File: src/rtl/spi_cmd_rx.sv
// PMOD SPI slave: oversamples sclk/mosi/cs_n in the clk domain, deserialises bytes MSB-first
// and parses init/frame commands. Frame payloads are handed off with a valid/ready handshake.
module spi_cmd_rx #(
  parameter int          SYNC_STAGES   = 2,
  parameter int          PAYLOAD_BYTES = 4,
  parameter logic [7:0]  HDR_INIT      = 8'h00,
  parameter logic [7:0]  HDR_FRAME     = 8'h01,
  parameter int          ERR_CNT_W     = 8
) (
  input  logic                         clk,
  input  logic                         rst,
  input  logic                         sclk_pmod,
  input  logic                         mosi,
  input  logic                         cs_n,
  output logic                         init_pulse,
  output logic [8*PAYLOAD_BYTES-1:0]   frame_data,
  output logic                         frame_valid,
  input  logic                         frame_ready,
  output logic                         busy,
  output logic [ERR_CNT_W-1:0]         err_cnt
);

  localparam int IDX_W = (PAYLOAD_BYTES > 1) ? $clog2(PAYLOAD_BYTES) : 1;
  localparam logic [IDX_W-1:0] IDX_LAST = IDX_W'(PAYLOAD_BYTES - 1);
  localparam logic [ERR_CNT_W-1:0] ERR_MAX = {ERR_CNT_W{1'b1}};

  localparam logic [1:0] S_HDR     = 2'd0;
  localparam logic [1:0] S_PAYLOAD = 2'd1;
  localparam logic [1:0] S_HOLD    = 2'd2;
  localparam logic [1:0] S_DRAIN   = 2'd3;

  // Error counter sticks at all-ones instead of wrapping.
  function automatic logic [ERR_CNT_W-1:0] sat_inc(input logic [ERR_CNT_W-1:0] v);
    if (v == ERR_MAX) begin
      sat_inc = v;
    end else begin
      sat_inc = v + ERR_CNT_W'(1);
    end
  endfunction

  logic [SYNC_STAGES-1:0]       sclk_sync_q, sclk_sync_d;
  logic [SYNC_STAGES-1:0]       mosi_sync_q, mosi_sync_d;
  logic [SYNC_STAGES-1:0]       cs_sync_q, cs_sync_d;
  logic                         sclk_prev_q, sclk_prev_d;
  logic [6:0]                   shift_q, shift_d;
  logic [2:0]                   bit_cnt_q, bit_cnt_d;
  logic [7:0]                   byte_q, byte_d;
  logic                         byte_done_q, byte_done_d;
  logic [1:0]                   state_q, state_d;
  logic [IDX_W-1:0]             idx_q, idx_d;
  logic [8*PAYLOAD_BYTES-1:0]   frame_data_q, frame_data_d;
  logic                         frame_valid_q, frame_valid_d;
  logic                         init_pulse_q, init_pulse_d;
  logic [ERR_CNT_W-1:0]         err_cnt_q, err_cnt_d;
  logic                         busy_q, busy_d;

  logic sclk_s, mosi_s, cs_s, sclk_fall_s, err_inc_s;

  // Synchroniser chains for the three asynchronous pins.
  always_comb begin
    sclk_sync_d = {sclk_sync_q[SYNC_STAGES-2:0], sclk_pmod};
    mosi_sync_d = {mosi_sync_q[SYNC_STAGES-2:0], mosi};
    cs_sync_d   = {cs_sync_q[SYNC_STAGES-2:0], cs_n};
    sclk_s      = sclk_sync_q[SYNC_STAGES-1];
    mosi_s      = mosi_sync_q[SYNC_STAGES-1];
    cs_s        = cs_sync_q[SYNC_STAGES-1];
  end

  // Byte deserialiser: sample mosi on synchronised sclk falling edges while selected.
  always_comb begin
    sclk_prev_d = sclk_s;
    sclk_fall_s = sclk_prev_q & ~sclk_s & ~cs_s;
    shift_d     = shift_q;
    bit_cnt_d   = bit_cnt_q;
    byte_d      = byte_q;
    byte_done_d = 1'b0;
    if (cs_s) begin
      shift_d   = 7'd0;
      bit_cnt_d = 3'd0;
    end else if (sclk_fall_s) begin
      shift_d   = {shift_q[5:0], mosi_s};
      bit_cnt_d = bit_cnt_q + 3'd1;
      if (bit_cnt_q == 3'd7) begin
        byte_d      = {shift_q, mosi_s};
        byte_done_d = 1'b1;
      end else begin
        byte_d      = byte_q;
      end
    end else begin
      bit_cnt_d = bit_cnt_q;
    end
  end

  // Command parser FSM and payload assembly.
  always_comb begin
    state_d       = state_q;
    idx_d         = idx_q;
    frame_data_d  = frame_data_q;
    frame_valid_d = frame_valid_q;
    init_pulse_d  = 1'b0;
    err_inc_s     = 1'b0;
    case (state_q)
      S_HDR: begin
        if (byte_done_q) begin
          if (byte_q == HDR_INIT) begin
            init_pulse_d = 1'b1;
          end else if (byte_q == HDR_FRAME) begin
            idx_d   = '0;
            state_d = S_PAYLOAD;
          end else begin
            err_inc_s = 1'b1;
            state_d   = S_DRAIN;
          end
        end else begin
          state_d = S_HDR;
        end
      end
      S_PAYLOAD: begin
        if (byte_done_q) begin
          // idx 0 lands in the most significant byte lane.
          for (int b = 0; b < PAYLOAD_BYTES; b++) begin
            if (idx_q == IDX_W'(b)) begin
              frame_data_d[(PAYLOAD_BYTES-1-b)*8 +: 8] = byte_q;
            end else begin
              frame_data_d[(PAYLOAD_BYTES-1-b)*8 +: 8] = frame_data_d[(PAYLOAD_BYTES-1-b)*8 +: 8];
            end
          end
          if (idx_q == IDX_LAST) begin
            idx_d         = '0;
            frame_valid_d = 1'b1;
            state_d       = S_HOLD;
          end else begin
            idx_d = idx_q + IDX_W'(1);
          end
        end else begin
          state_d = S_PAYLOAD;
        end
      end
      S_HOLD: begin
        if (frame_valid_q && frame_ready) begin
          frame_valid_d = 1'b0;
          state_d       = S_HDR;
        end else begin
          state_d = S_HOLD;
        end
        if (byte_done_q) begin
          err_inc_s = 1'b1;
        end else begin
          err_inc_s = 1'b0;
        end
      end
      S_DRAIN: begin
        if (cs_s) begin
          state_d = S_HDR;
        end else begin
          state_d = S_DRAIN;
        end
      end
      default: begin
        state_d       = S_HDR;
        frame_valid_d = 1'b0;
      end
    endcase
    if (err_inc_s) begin
      err_cnt_d = sat_inc(err_cnt_q);
    end else begin
      err_cnt_d = err_cnt_q;
    end
    busy_d = (state_d != S_HDR) || (bit_cnt_d != 3'd0);
  end

  // State registers with synchronous reset.
  always_ff @(posedge clk) begin
    if (rst) begin
      sclk_sync_q   <= {SYNC_STAGES{1'b0}};
      mosi_sync_q   <= {SYNC_STAGES{1'b0}};
      cs_sync_q     <= {SYNC_STAGES{1'b1}};
      sclk_prev_q   <= 1'b0;
      shift_q       <= 7'd0;
      bit_cnt_q     <= 3'd0;
      byte_q        <= 8'd0;
      byte_done_q   <= 1'b0;
      state_q       <= S_HDR;
      idx_q         <= '0;
      frame_data_q  <= '0;
      frame_valid_q <= 1'b0;
      init_pulse_q  <= 1'b0;
      err_cnt_q     <= '0;
      busy_q        <= 1'b0;
    end else begin
      sclk_sync_q   <= sclk_sync_d;
      mosi_sync_q   <= mosi_sync_d;
      cs_sync_q     <= cs_sync_d;
      sclk_prev_q   <= sclk_prev_d;
      shift_q       <= shift_d;
      bit_cnt_q     <= bit_cnt_d;
      byte_q        <= byte_d;
      byte_done_q   <= byte_done_d;
      state_q       <= state_d;
      idx_q         <= idx_d;
      frame_data_q  <= frame_data_d;
      frame_valid_q <= frame_valid_d;
      init_pulse_q  <= init_pulse_d;
      err_cnt_q     <= err_cnt_d;
      busy_q        <= busy_d;
    end
  end

  assign init_pulse  = init_pulse_q;
  assign frame_data  = frame_data_q;
  assign frame_valid = frame_valid_q;
  assign err_cnt     = err_cnt_q;
  assign busy        = busy_q;

endmodule
File: config.mk
export PLATFORM = sky130hd
export DESIGN_NAME = spi_cmd_rx
export DESIGN_NICKNAME = d
export VERILOG_FILES = /design/src/rtl/spi_cmd_rx.sv
export SDC_FILE = /design/constraint.sdc
export NUM_CORES = 1
export LEC_CHECK = 0
export BUFFER_PORTS_ARGS = -buffer_cell sky130_fd_sc_hd__buf_2
export CORE_ASPECT_RATIO = 0.5
export CORE_UTILIZATION = 40
export CTS_BUF_LIST = sky130_fd_sc_hd__clkbuf_4 sky130_fd_sc_hd__clkbuf_8 sky130_fd_sc_hd__clkbuf_16
export DETAILED_ROUTE_END_ITERATION = 10
export GPL_TIMING_DRIVEN = 0
export MAX_ROUTING_LAYER = met4
export PLACE_DENSITY = 0.65
export SLEW_MARGIN = 0
export SYNTH_ARGS = -nofsm -noshare
export SYNTH_HDL_FRONTEND = slang
export SYNTH_SLANG_ARGS = --single-unit
File: constraint.sdc
create_clock -name clk -period 3.5 [get_ports clk]
set_input_delay 0.35 -clock clk [delete_from_list [all_inputs] [get_ports clk]]
set_output_delay 0.35 -clock clk [all_outputs]
set_load 0.05 [all_outputs]
==> impl_metrics.yaml <==
run_status:
  run_status: "complete, no violations"
setup_path:
  critical_path.max_fanout: 10
  reg2reg_depth: 5
  timing.critical_path.to_type: "flip-flop"
  worst_setup_path_endpoint: "err_cnt[5]"
  setup.worst_path.class: "flip-flop to flip-flop"
  crit_path_start: "byte_q[4]"
  r2r_setup_slack_ns: 1.59
  regToRegEndpoint: "err_cnt[5]"
  critical_path_top_delay_cell: "sky130_fd_sc_hd__or4_4"
  cp_cell_sequence: "or4_4, o211ai_4, buf_6, nor4_2, mux2_4"
  kind_of_launch_point_of_the_worst_setup_path: "flip-flop"
  worstReg2RegStart: "byte_q[4]"
  crit_path_max_incr_delay_ns: 0.61
  critPathArrivalTime_ns: 2.14
  cp_data_required_time_ns: 3.73
die:
  die_x_um: 120.7
  core_area_um2: 6753
  row_count: 21
  floorplan.die_area_um2: 7411
  pin_count: 49
  floorplan.initialDensity_pct: 41.76
  die_outline_height_um: 61.38
power_and_ir_drop:
  worst_ir_drop_vdd_mv: 0.2003
  p_per_area_nw_per_um2: 521.1
  power.static_leakage_nw: 1.313
detailed_routing:
  wl_per_cell_um: 13.37
  highest_metal_layer_with_signal_wires: "met4"
  firstDrtPassIters: 4
  m1_wl_um: 3151
  met2WireLength_um: 2927
  antenna_violating_nets_post_route: 0
  detailroute.wirelength.met3_um: 417
  vias: 2451
  vias_per_cell: 4.982
  drc: 0
  first_iter_violations: 192
  detail_route.wirelength_um: 6578
grt:
  grt_pass1_wl_um: 10260
  globalRouteOverflowTotal: 0
  antenna_found_initial: 0
  grt_pass1_vias: 2107
  global_route.usage.total_pct: 19.69
  grt_start_max_net_pins: 12
clock_tree:
  postCtsHoldBufs: 0
  cts.root.buffer_cell: "sky130_fd_sc_hd__clkbuf_16"
  postCtsSetupRepairBufs: 0
  ctsHtreeMaxLevel: 3
  cts.clk_slew.worst_paths_ns: 0.05
  clock_sinks: 73
  post_cts_resized: 0
  cts-root-to-sink-buffers: 2
  clock_buffers_created_by_tritoncts: 9
  cts_tree: "yes"
  worst_skew_pair.late_latency_ns: 0.34
sta:
  final_min_period_over_clock_period_pct: 54.47
  rsz0062_at_grt: "false"
  timing.fmax_mhz: 524.5
  period_needed_ns: 1.907
  timing.setup.tns_ns: 0
  final_hold_viol_count: 0
  report.final.slew_viol_count: 0
  finalSetupViolCount: 0
  slew_headroom_pct: 64.33
  max_slew.worst_pin.slew_ns: 0.5350
  finalClockSkew_ns: 0.007215
  final.hold.worst_slack_ns: 0.1938
synthesis:
  synth_sequential_area_ratio_pct: 51.82
  yosys_register_bits: 73
  yosys-top-cells-area: "sky130_fd_sc_hd__dfxtp_1 (52%), sky130_fd_sc_hd__nand2_1 (15%), sky130_fd_sc_hd__a21oi_1 (9.9%)"
  synthFlopType: "sky130_fd_sc_hd__dfxtp_1"
  postSynth.asyncResetShare_pct: 0
  synth_cell_types: 41
  synth_top_cell_area_share_pct: 51.82
  synthCells: 337
  number_of_enable_flip_flop_cells_after_synthesis: 0
  postSynthNetCount: 350
  synth_area_um2: 2820
  top_cell_type_by_total_area_after_synthesis: "sky130_fd_sc_hd__dfxtp_1"
  yosysWarningCount: 0
  synth.cells.most_frequent: "sky130_fd_sc_hd__nand2_1 (110), sky130_fd_sc_hd__dfxtp_1 (73), sky130_fd_sc_hd__a21oi_1 (56), sky130_fd_sc_hd__clkbuf_1 (14), sky130_fd_sc_hd__or4_1 (8)"
  syn-mean-instance-area_um2: 8.369
  most_frequent_cell_after_synthesis: "sky130_fd_sc_hd__nand2_1"
worst_hold_path:
  worstHoldPathType: "input pin to flip-flop"
finish:
  final_core_util_pct: 51.64
  multiInputGateArea_um2: 1271
  sequential_cell_area_um2: 1461
  flow.area_growth_from_synthesis_pct: 23.65
  post_route_cells_drive_above_1_share_pct: 18.75
  insertedDiodeCount: 0
  layout.filler_cells: 622
  num-nets-final: 408
placement:
  buffer_ports.inserted: 47
  globalplace.congestion: 0.8082
  detailed_place_hpwl_um: 4591
job:
  maxCapViolCount: 0
routing by layer:
layer	vias up	GRT usage (%)
met4	0	5.115
met5	-	-
met1	1130	24.42
li1	1256	-
met2	55	29.47
met3	10	8.611
how the worst min path moves through the flow:
stage               cells after the start            to  slack [ns]         start
floorplan                               1  cs_sync_q[1]        0.39  cs_sync_q[0]
global placement                        1  cs_sync_q[1]        0.40  cs_sync_q[0]
detailed placement                      1  cs_sync_q[1]        0.39  cs_sync_q[0]
CTS                                     2  cs_sync_q[0]        0.19          cs_n
global route                            2  cs_sync_q[0]        0.19          cs_n
finish                                  2  cs_sync_q[0]        0.19          cs_n
cells by family after synthesis:
kind of cell,share of synthesized area (%)
compound gates,15.08
xor+xnor,0.3106
fa+ha+maj,3.105
buf+inv,3.105
flops,51.82
mux,0.8872
simple gates,25.69
stage by stage:
step | instance area (um^2) | total power, mW | std cells | worst slack [ns]
2_1_floorplan | 2820 | 0.8704 | 337 | 1.698
3_3_place_gp | 3171 | 0.8794 | 476 | 1.615
3_5_place_dp | 3171 | 0.8800 | 476 | 1.594
4_1_cts | 3487 | 1.831 | 492 | 1.595
5_1_grt | 3487 | 1.875 | 492 | 1.522
6_report | 3487 | 1.817 | 492 | 1.593
final cells by class:
| class | count | share of cell area [%] |
|---|---|---|
| buffer | 16 | 1.973 |
| clock buffer | 14 | 8.073 |
| clock inverter | 2 | 1.005 |
| inverter | 5 | 0.5382 |
| multi-input combinational | 243 | 36.46 |
| sequential | 73 | 41.91 |
| tap | 92 | 3.301 |
| timing repair buffer | 47 | 6.746 |
state kept, by name, indices dropped and copies added, names as in the netlist:
register     cells
frame_valid      1
frame_data      32
init_pulse       1
err_cnt          8
sclk_prev_q      1
shift_q          7
state_q          2
idx_q            2
byte_done_q      1
sclk_sync_q      2
cs_sync_q        2
busy             1
byte_q           8
bit_cnt_q        3
mosi_sync_q      2
critical path: cells and delay by family (launching register included):
kind | cells | cell delay (ns)
AOI/OAI and AO/OA | 1 | 0.26
buffers and inverters | 1 | 0.18
DFF | 1 | 0.40
muxes | 1 | 0.30
and+or+nand+nor | 2 | 0.66
power by group:
| group | internal, mW | switching [mW] | total [mW] | leakage (nW) |
|---|---|---|---|---|
| logic | 0.00685 | 0.0189 | 0.0257 | 0.564 |
| clock network | 0.624 | 0.330 | 0.954 | 0.160 |
| registers | 0.835 | 0.00182 | 0.837 | 0.589 |
| total | 1.47 | 0.351 | 1.82 | 1.31 |
cell usage in the layout, fill, tap and decap left out, types with 2 or more instances in the layout:
cell,instances
sky130_fd_sc_hd__or2_2,3
sky130_fd_sc_hd__nor3_1,3
sky130_fd_sc_hd__clkbuf_8,3
sky130_fd_sc_hd__dfxtp_1,73
sky130_fd_sc_hd__nand2_1,110
sky130_fd_sc_hd__nor2b_1,7
sky130_fd_sc_hd__ha_1,7
sky130_fd_sc_hd__or3_1,2
sky130_fd_sc_hd__o41ai_1,3
sky130_fd_sc_hd__nand2b_1,2
sky130_fd_sc_hd__o31ai_1,2
sky130_fd_sc_hd__inv_1,5
sky130_fd_sc_hd__a31oi_1,2
sky130_fd_sc_hd__clkbuf_16,9
sky130_fd_sc_hd__a21oi_1,56
sky130_fd_sc_hd__buf_2,48
sky130_fd_sc_hd__and2_1,4
sky130_fd_sc_hd__clkbuf_4,2
sky130_fd_sc_hd__nor2_1,7
sky130_fd_sc_hd__or4_1,8
sky130_fd_sc_hd__clkbuf_1,14
sky130_fd_sc_hd__o21ai_0,3
sky130_fd_sc_hd__nand3_1,4
(Power assumes the default switching activity.)
